[config.mk]
export PLATFORM = sky130hd
export DESIGN_NAME = decode_execute_stage
export DESIGN_NICKNAME = d
export VERILOG_FILES = /design/src/rtl/pipe_pkg.sv /design/src/rtl/load_use_hazard.sv /design/src/rtl/decode_execute_stage.sv
export SDC_FILE = /design/constraint.sdc
export NUM_CORES = 1
export LEC_CHECK = 0
export ABC_AREA = 1
export BUFFER_PORTS_ARGS = -buffer_cell sky130_fd_sc_hd__clkbuf_2
export CAP_MARGIN = 20
export CORE_UTILIZATION = 30
export CTS_CLUSTER_SIZE = 8
export DETAILED_ROUTE_END_ITERATION = 7
export RECOVER_POWER = 25
export REMOVE_ABC_BUFFERS = 1
export SLEW_MARGIN = 5
export SYNTH_ARGS = -nofsm -noshare
export SYNTH_HDL_FRONTEND = slang
export SYNTH_SLANG_ARGS = --single-unit
[constraint.sdc]
create_clock -name clk -period 1.8 [get_ports clk]
set_input_delay 0.27 -clock clk [delete_from_list [all_inputs] [get_ports clk]]
set_output_delay 0.27 -clock clk [all_outputs]
set_load 0.02 [all_outputs]
[src/rtl/pipe_pkg.sv]
`default_nettype none
// ============================================================================
//  Module      : pipe_pkg
//  Description : Shared pipeline types and widths. The decoded control bundle
//                ctrl_t is used by both the decode control unit and the
//                decode/execute pipeline register.
//  Revision    : 1.0 - initial release
// ============================================================================
package pipe_pkg;

    localparam int ALU_CTRL_W = 4;
    localparam int REG_AW     = 4;

    // Decoded control bundle carried from decode into execute
    typedef struct packed {
        logic                  imm_src;
        logic                  branch_flag;
        logic                  mem_write;
        logic                  mem_to_reg;
        logic [ALU_CTRL_W-1:0] alu_control;
    } ctrl_t;

endpackage : pipe_pkg
`default_nettype wire

[src/rtl/load_use_hazard.sv]
`default_nettype none
// ============================================================================
//  Module      : load_use_hazard
//  Description : Combinational load-use detector. Flags when the instruction
//                in decode reads the destination of a load currently held in
//                the decode/execute register. Register 0 never hazards, and
//                rs2 is ignored when the immediate replaces it.
//  Revision    : 1.0 - initial release
// ============================================================================
module load_use_hazard #(
    parameter int REG_AW = 4
) (
    input  logic              i_heldValid,
    input  logic              i_heldMemToReg,
    input  logic [REG_AW-1:0] i_heldRd,
    input  logic              i_inValid,
    input  logic [REG_AW-1:0] i_inRs1,
    input  logic [REG_AW-1:0] i_inRs2,
    input  logic              i_inImmSrc,
    output logic              o_hazard
);

    logic w_loadInFlight;
    logic w_rs1Match;
    logic w_rs2Match;

    // Source-register comparison against the in-flight load destination
    always_comb begin
        w_loadInFlight = i_heldValid && i_heldMemToReg && (i_heldRd != '0);
        w_rs1Match     = (i_inRs1 == i_heldRd);
        w_rs2Match     = (i_inRs2 == i_heldRd) && !i_inImmSrc;
        o_hazard       = w_loadInFlight && i_inValid && (w_rs1Match || w_rs2Match);
    end

endmodule : load_use_hazard
`default_nettype wire

[src/rtl/decode_execute_stage.sv]
`default_nettype none
// ============================================================================
//  Module      : decode_execute_stage
//  Description : Decode -> execute pipeline register with valid/ready
//                handshake, branch flush and single-bubble load-use stall.
//                Optional feature macro: DECODE_EXECUTE_STAGE_PERF_CNT_EN adds
//                saturating 16-bit stall/bubble/flush counters.
//  Revision    : 1.0 - initial release
// ============================================================================
module decode_execute_stage
    import pipe_pkg::*;
#(
    parameter int DATA_W = 32,
    parameter int REG_AW = pipe_pkg::REG_AW
) (
    input  logic                  clk,
    input  logic                  rst,
    // decode side
    input  logic                  in_valid,
    output logic                  in_ready,
    input  logic                  in_imm_src,
    input  logic                  in_branch_flag,
    input  logic                  in_mem_write,
    input  logic                  in_mem_to_reg,
    input  logic [ALU_CTRL_W-1:0] in_alu_control,
    input  logic [REG_AW-1:0]     in_rs1,
    input  logic [REG_AW-1:0]     in_rs2,
    input  logic [REG_AW-1:0]     in_rd,
    input  logic [DATA_W-1:0]     in_rs1_data,
    input  logic [DATA_W-1:0]     in_rs2_data,
    input  logic [DATA_W-1:0]     in_imm,
    input  logic [DATA_W-1:0]     in_pc,
    input  logic                  flush,
    // execute side
    output logic                  out_valid,
    input  logic                  out_ready,
    output logic                  out_imm_src,
    output logic                  out_branch_flag,
    output logic                  out_mem_write,
    output logic                  out_mem_to_reg,
    output logic [ALU_CTRL_W-1:0] out_alu_control,
    output logic [REG_AW-1:0]     out_rs1,
    output logic [REG_AW-1:0]     out_rs2,
    output logic [REG_AW-1:0]     out_rd,
    output logic [DATA_W-1:0]     out_rs1_data,
    output logic [DATA_W-1:0]     out_rs2_data,
    output logic [DATA_W-1:0]     out_imm,
    output logic [DATA_W-1:0]     out_pc,
`ifdef DECODE_EXECUTE_STAGE_PERF_CNT_EN
    output logic [15:0]           stall_cnt,
    output logic [15:0]           bubble_cnt,
    output logic [15:0]           flush_cnt,
`endif
    output logic                  hazard
);

    localparam logic [15:0] c_CNT_MAX = 16'hFFFF;

    logic              r_valid;
    ctrl_t             r_ctrl;
    logic [REG_AW-1:0] r_rs1;
    logic [REG_AW-1:0] r_rs2;
    logic [REG_AW-1:0] r_rd;
    logic [DATA_W-1:0] r_rs1Data;
    logic [DATA_W-1:0] r_rs2Data;
    logic [DATA_W-1:0] r_imm;
    logic [DATA_W-1:0] r_pc;

    ctrl_t             w_inCtrl;
    logic              w_advance;
    logic              w_hazard;

    load_use_hazard #(
        .REG_AW (REG_AW)
    ) u_hazard (
        .i_heldValid    (r_valid),
        .i_heldMemToReg (r_ctrl.mem_to_reg),
        .i_heldRd       (r_rd),
        .i_inValid      (in_valid),
        .i_inRs1        (in_rs1),
        .i_inRs2        (in_rs2),
        .i_inImmSrc     (in_imm_src),
        .o_hazard       (w_hazard)
    );

    // Handshake: the register may take a new entry when empty or draining
    always_comb begin
        w_inCtrl.imm_src     = in_imm_src;
        w_inCtrl.branch_flag = in_branch_flag;
        w_inCtrl.mem_write   = in_mem_write;
        w_inCtrl.mem_to_reg  = in_mem_to_reg;
        w_inCtrl.alu_control = in_alu_control;
        w_advance            = !r_valid || out_ready;
        in_ready             = w_advance && !w_hazard && !flush;
        hazard               = w_hazard;
    end

    // Pipeline register: reset > flush > advance (bubble on hazard); hold otherwise
    always_ff @(posedge clk) begin
        if (rst) begin
            r_valid   <= 1'b0;
            r_ctrl    <= '0;
            r_rs1     <= '0;
            r_rs2     <= '0;
            r_rd      <= '0;
            r_rs1Data <= '0;
            r_rs2Data <= '0;
            r_imm     <= '0;
            r_pc      <= '0;
        end else if (flush) begin
            r_valid <= 1'b0;
        end else if (w_advance) begin
            if (w_hazard) begin
                r_valid <= 1'b0;
            end else begin
                r_valid <= in_valid;
                if (in_valid) begin
                    r_ctrl    <= w_inCtrl;
                    r_rs1     <= in_rs1;
                    r_rs2     <= in_rs2;
                    r_rd      <= in_rd;
                    r_rs1Data <= in_rs1_data;
                    r_rs2Data <= in_rs2_data;
                    r_imm     <= in_imm;
                    r_pc      <= in_pc;
                end
            end
        end
    end

    // Output mapping; side-effecting controls are masked so a bubble is inert
    always_comb begin
        out_valid       = r_valid;
        out_imm_src     = r_ctrl.imm_src;
        out_branch_flag = r_ctrl.branch_flag && r_valid;
        out_mem_write   = r_ctrl.mem_write && r_valid;
        out_mem_to_reg  = r_ctrl.mem_to_reg;
        out_alu_control = r_ctrl.alu_control;
        out_rs1         = r_rs1;
        out_rs2         = r_rs2;
        out_rd          = r_rd;
        out_rs1_data    = r_rs1Data;
        out_rs2_data    = r_rs2Data;
        out_imm         = r_imm;
        out_pc          = r_pc;
    end

`ifdef DECODE_EXECUTE_STAGE_PERF_CNT_EN
    logic [15:0] r_stallCnt;
    logic [15:0] r_bubbleCnt;
    logic [15:0] r_flushCnt;
    logic        w_stallEvt;
    logic        w_bubbleEvt;

    // A bubble is only inserted when the hazard path actually wins the edge
    always_comb begin
        w_stallEvt  = in_valid && !in_ready;
        w_bubbleEvt = !flush && w_advance && w_hazard;
    end

    // Saturating event counters
    always_ff @(posedge clk) begin
        if (rst) begin
            r_stallCnt  <= '0;
            r_bubbleCnt <= '0;
            r_flushCnt  <= '0;
        end else begin
            if (w_stallEvt && (r_stallCnt != c_CNT_MAX))
                r_stallCnt <= r_stallCnt + 16'd1;
            if (w_bubbleEvt && (r_bubbleCnt != c_CNT_MAX))
                r_bubbleCnt <= r_bubbleCnt + 16'd1;
            if (flush && (r_flushCnt != c_CNT_MAX))
                r_flushCnt <= r_flushCnt + 16'd1;
        end
    end

    always_comb begin
        stall_cnt  = r_stallCnt;
        bubble_cnt = r_bubbleCnt;
        flush_cnt  = r_flushCnt;
    end
`endif

endmodule : decode_execute_stage
`default_nettype wire

==> key figures <==
Route
  – Total Routed Length: 23,400 um
  – Routed len/inst: 12.1 um
  – Final ANT Viol Nets: 0
  – Vias per Instance: 4.14
  – Vias: 7,982
  – 1st-pass router iterations: 4
  – Drc violations: 0
  – Initial DRC count: 393

Setup path
  – CP endpoint kind: output port
  – Worst Path Required: 1.53 ns
  – Worst Path Arrival: 1.52 ns
  – Max Fanout on Critical Path: 5
  – Worst reg-to-reg path cell count: 12
  – Setup CP Type: reg -> out
  – Setup crit start kind: flip-flop
  – Worst flop-to-flop path startpoint: out_rd[0]
  – Reg-to-Reg End: out_rd[2]
  – Worst reg2reg setup slack: 0.02 ns

Worst hold path
  – Hold/Removal Path Class: in -> reg
  – Hold Path Sink: out_valid
  – Hold depth: 3
  – Hold Startpoint: rst

Clock tree
  – Hold Buf Count CTS: 0
  – H-tree Lvls: 4
  – Worst-path clk slew: 0.07 ns
  – CTS tree: built
  – CTS root buf: clkbuf_16
  – Clock Latency Late Sink: 0.42 ns
  – CTS Sinks: 149
  – Max clock buf depth: 2
  – TritonCTS Buffers: 17

Global routing
  – Largest net degree at the start of global routing: 95
  – Initial antenna violation count: 0
  – All-Layer GR Usage: 16.9%
  – Global-route wire length before repair: 36,300 um
  – Vias in the first global route: 7,308
  – GRT overflow: 0

Power and ir drop
  – Leakage: 6.45 nW
  – P per Cell Area: 898 mW/mm^2
  – Peak supply drop: 0.591 mV

Synthesis
  – Cell Area, Synth: 0.00783 mm^2
  – Post-synthesis sequential area ratio: 38.1%
  – Distinct cells, synth: 20
  – Synth Instances: 1,315
  – Register bit total from synthesis: 149
  – Mean Syn Cell Area: 5.95 um^2
  – Syn. warnings: 0

Job
  – Max Cap Viol: 0

Floorplanning
  – Die height: 164 um
  – Core Region: 0.0254 mm^2
  – Die X: 164 um
  – Placement Rows: 58
  – Die area: 0.0267 mm^2
  – Starting Density: 30.8%
  – I/O pins: 304

Cells and area
  – Final Instance Area: 0.0105 mm^2
  – N_diodes: 0
  – Area added between synthesis and finish: 34.3%
  – # nets final: 1,738
  – Layout cell share with drive strength beyond 1: 21.8%

Placed design
  – Port-buffer cells: 303
  – Placement Cell Area: 0.00969 mm^2
  – Dpl hpwl: 15,300 um
  – GPL Wtd Cong: 0.806

STA
  – Setup_tns: 0 ns
  – Setup-failing EPs final: 0
  – Hold Violations, Final: 0
  – Final min period: 1.79 ns
  – Unrepaired setup endpoints after global routing: yes
  – Worst clock skew: 0.0123 ns
  – Slew @ Worst Pin: 0.490 ns
  – Max-slew violation count: 0
  – Rel. slew slack: 67.3%
  – Max Clock Freq: 559 MHz
  – Period utilization: 99.4%

Outcome
  – Outcome: complete, no violations
metrics by stage:
stage	utilization [%]	setup slack, ns	power, W	hold slack, ns	instances
after floorplan	-	-6.59	0.00481	0.415	1230
after global placement	38.2	0.0629	0.00546	0.494	1886
after detailed placement	38.2	0.0373	0.00547	0.495	1886
after CTS	40.9	-0.0281	0.00955	0.133	1921
after global routing	41.4	-0.112	0.00995	0.141	1928
final	41.4	0.0111	0.00944	0.160	1928
synthesized netlist by cell type:
library cell / count / area share (%)
buf_2: 29 / 1.9
buf_4: 4 / 0.38
nand2_2: 1 / 0.080
a31oi_1: 1 / 0.080
dfxtp_1: 149 / 38
nor3_1: 1 / 0.064
nand2_1: 315 / 15
o21ai_0: 1 / 0.064
xor2_1: 2 / 0.22
buf_1: 16 / 0.77
nand4_1: 148 / 12
nand3_1: 2 / 0.13
buf_6: 2 / 0.29
or2_2: 1 / 0.080
inv_1: 442 / 21
inv_2: 8 / 0.38
nor2_1: 157 / 7.5
clkbuf_1: 34 / 1.6
nand3_2: 1 / 0.13
a21oi_1: 1 / 0.064
timing repair:
item / 4_1_cts / 5_1_grt
buffers inserted: 3 / 3
pin swaps: 0 / 3
setup endpoints to repair: 2 / 143
gates cloned: 0 / 4
gates resized for setup: 15 / 16
cell families after synthesis:
| logic type | count (synthesis) | synth area share (%) |
|---|---|---|
| compound gates | 3 | 0.208 |
| xor+xnor | 2 | 0.224 |
| buf+inv | 535 | 26.5 |
| flops | 149 | 38.1 |
| simple gates | 626 | 34.9 |
power by group:
part	total (W)	switching, W	internal [W]
registers	0.00366	0.000120	0.00354
logic	0.00179	0.00112	0.000663
clock network	0.00400	0.00153	0.00247
total	0.00944	0.00277	0.00667
worst max-delay path: stages, from the launching register on:
cell and delay, ns:
dfxtp_4 0.37, xor2_2 0.18, nor2_2 0.09, nand2_1 0.07
nand2_2 0.08, nand2_4 0.07, inv_4 0.06, nor3_2 0.03
buf_4 0.15
final cells by class:
type / count / area, um^2
Clock inverter: 12 / 201
Timing Repair Buffer: 336 / 1950
Sequential cell: 149 / 2990
Clock buffer: 20 / 437
Fill cell: 2734 / 14900
Inverter: 450 / 1690
Tap cell: 330 / 413
Multi-Input combinational cell: 631 / 2830
routing by layer:
metal  routed length (um)  up-vias  global-route usage [%]  part of all wire [%]
met4                  488        0                    5.81                   2.1
met5                    0        -                       0                     0
met1                10500     3461                    20.3                    45
met2                10900      207                    28.9                    47
met3                 1510       26                    4.62                   6.5
li1                     -     4288                       -                     -
how the worst max path moves through the flow:
stage	start	to	slack [ns]	cells after the start
5_1_grt	out_rd[3]	out_rs2_data[3]	-0.11	14
4_1_cts	out_rd[0]	in_ready	-0.03	8
3_3_place_gp	out_valid	out_rs2[1]	0.06	8
2_1_floorplan	out_valid	out_alu_control[0]	-6.59	7
3_5_place_dp	out_valid	out_rs1[2]	0.04	8
6_report	out_rd[0]	in_ready	0.01	8
cell usage in the layout, fill, tap and decap left out, drive strengths merged:
master / n
nand4: 148
a21oi: 1
nand3: 3
xor2: 2
buf: 32
or2: 1
clkbuf: 324
bufinv: 5
nor3: 1
nor2: 157
nand2: 316
clkinv: 3
o21ai: 1
clkinvlp: 2
inv: 452
dfxtp: 149
a31oi: 1
Note: power is estimated with default switching activity, not from simulation.
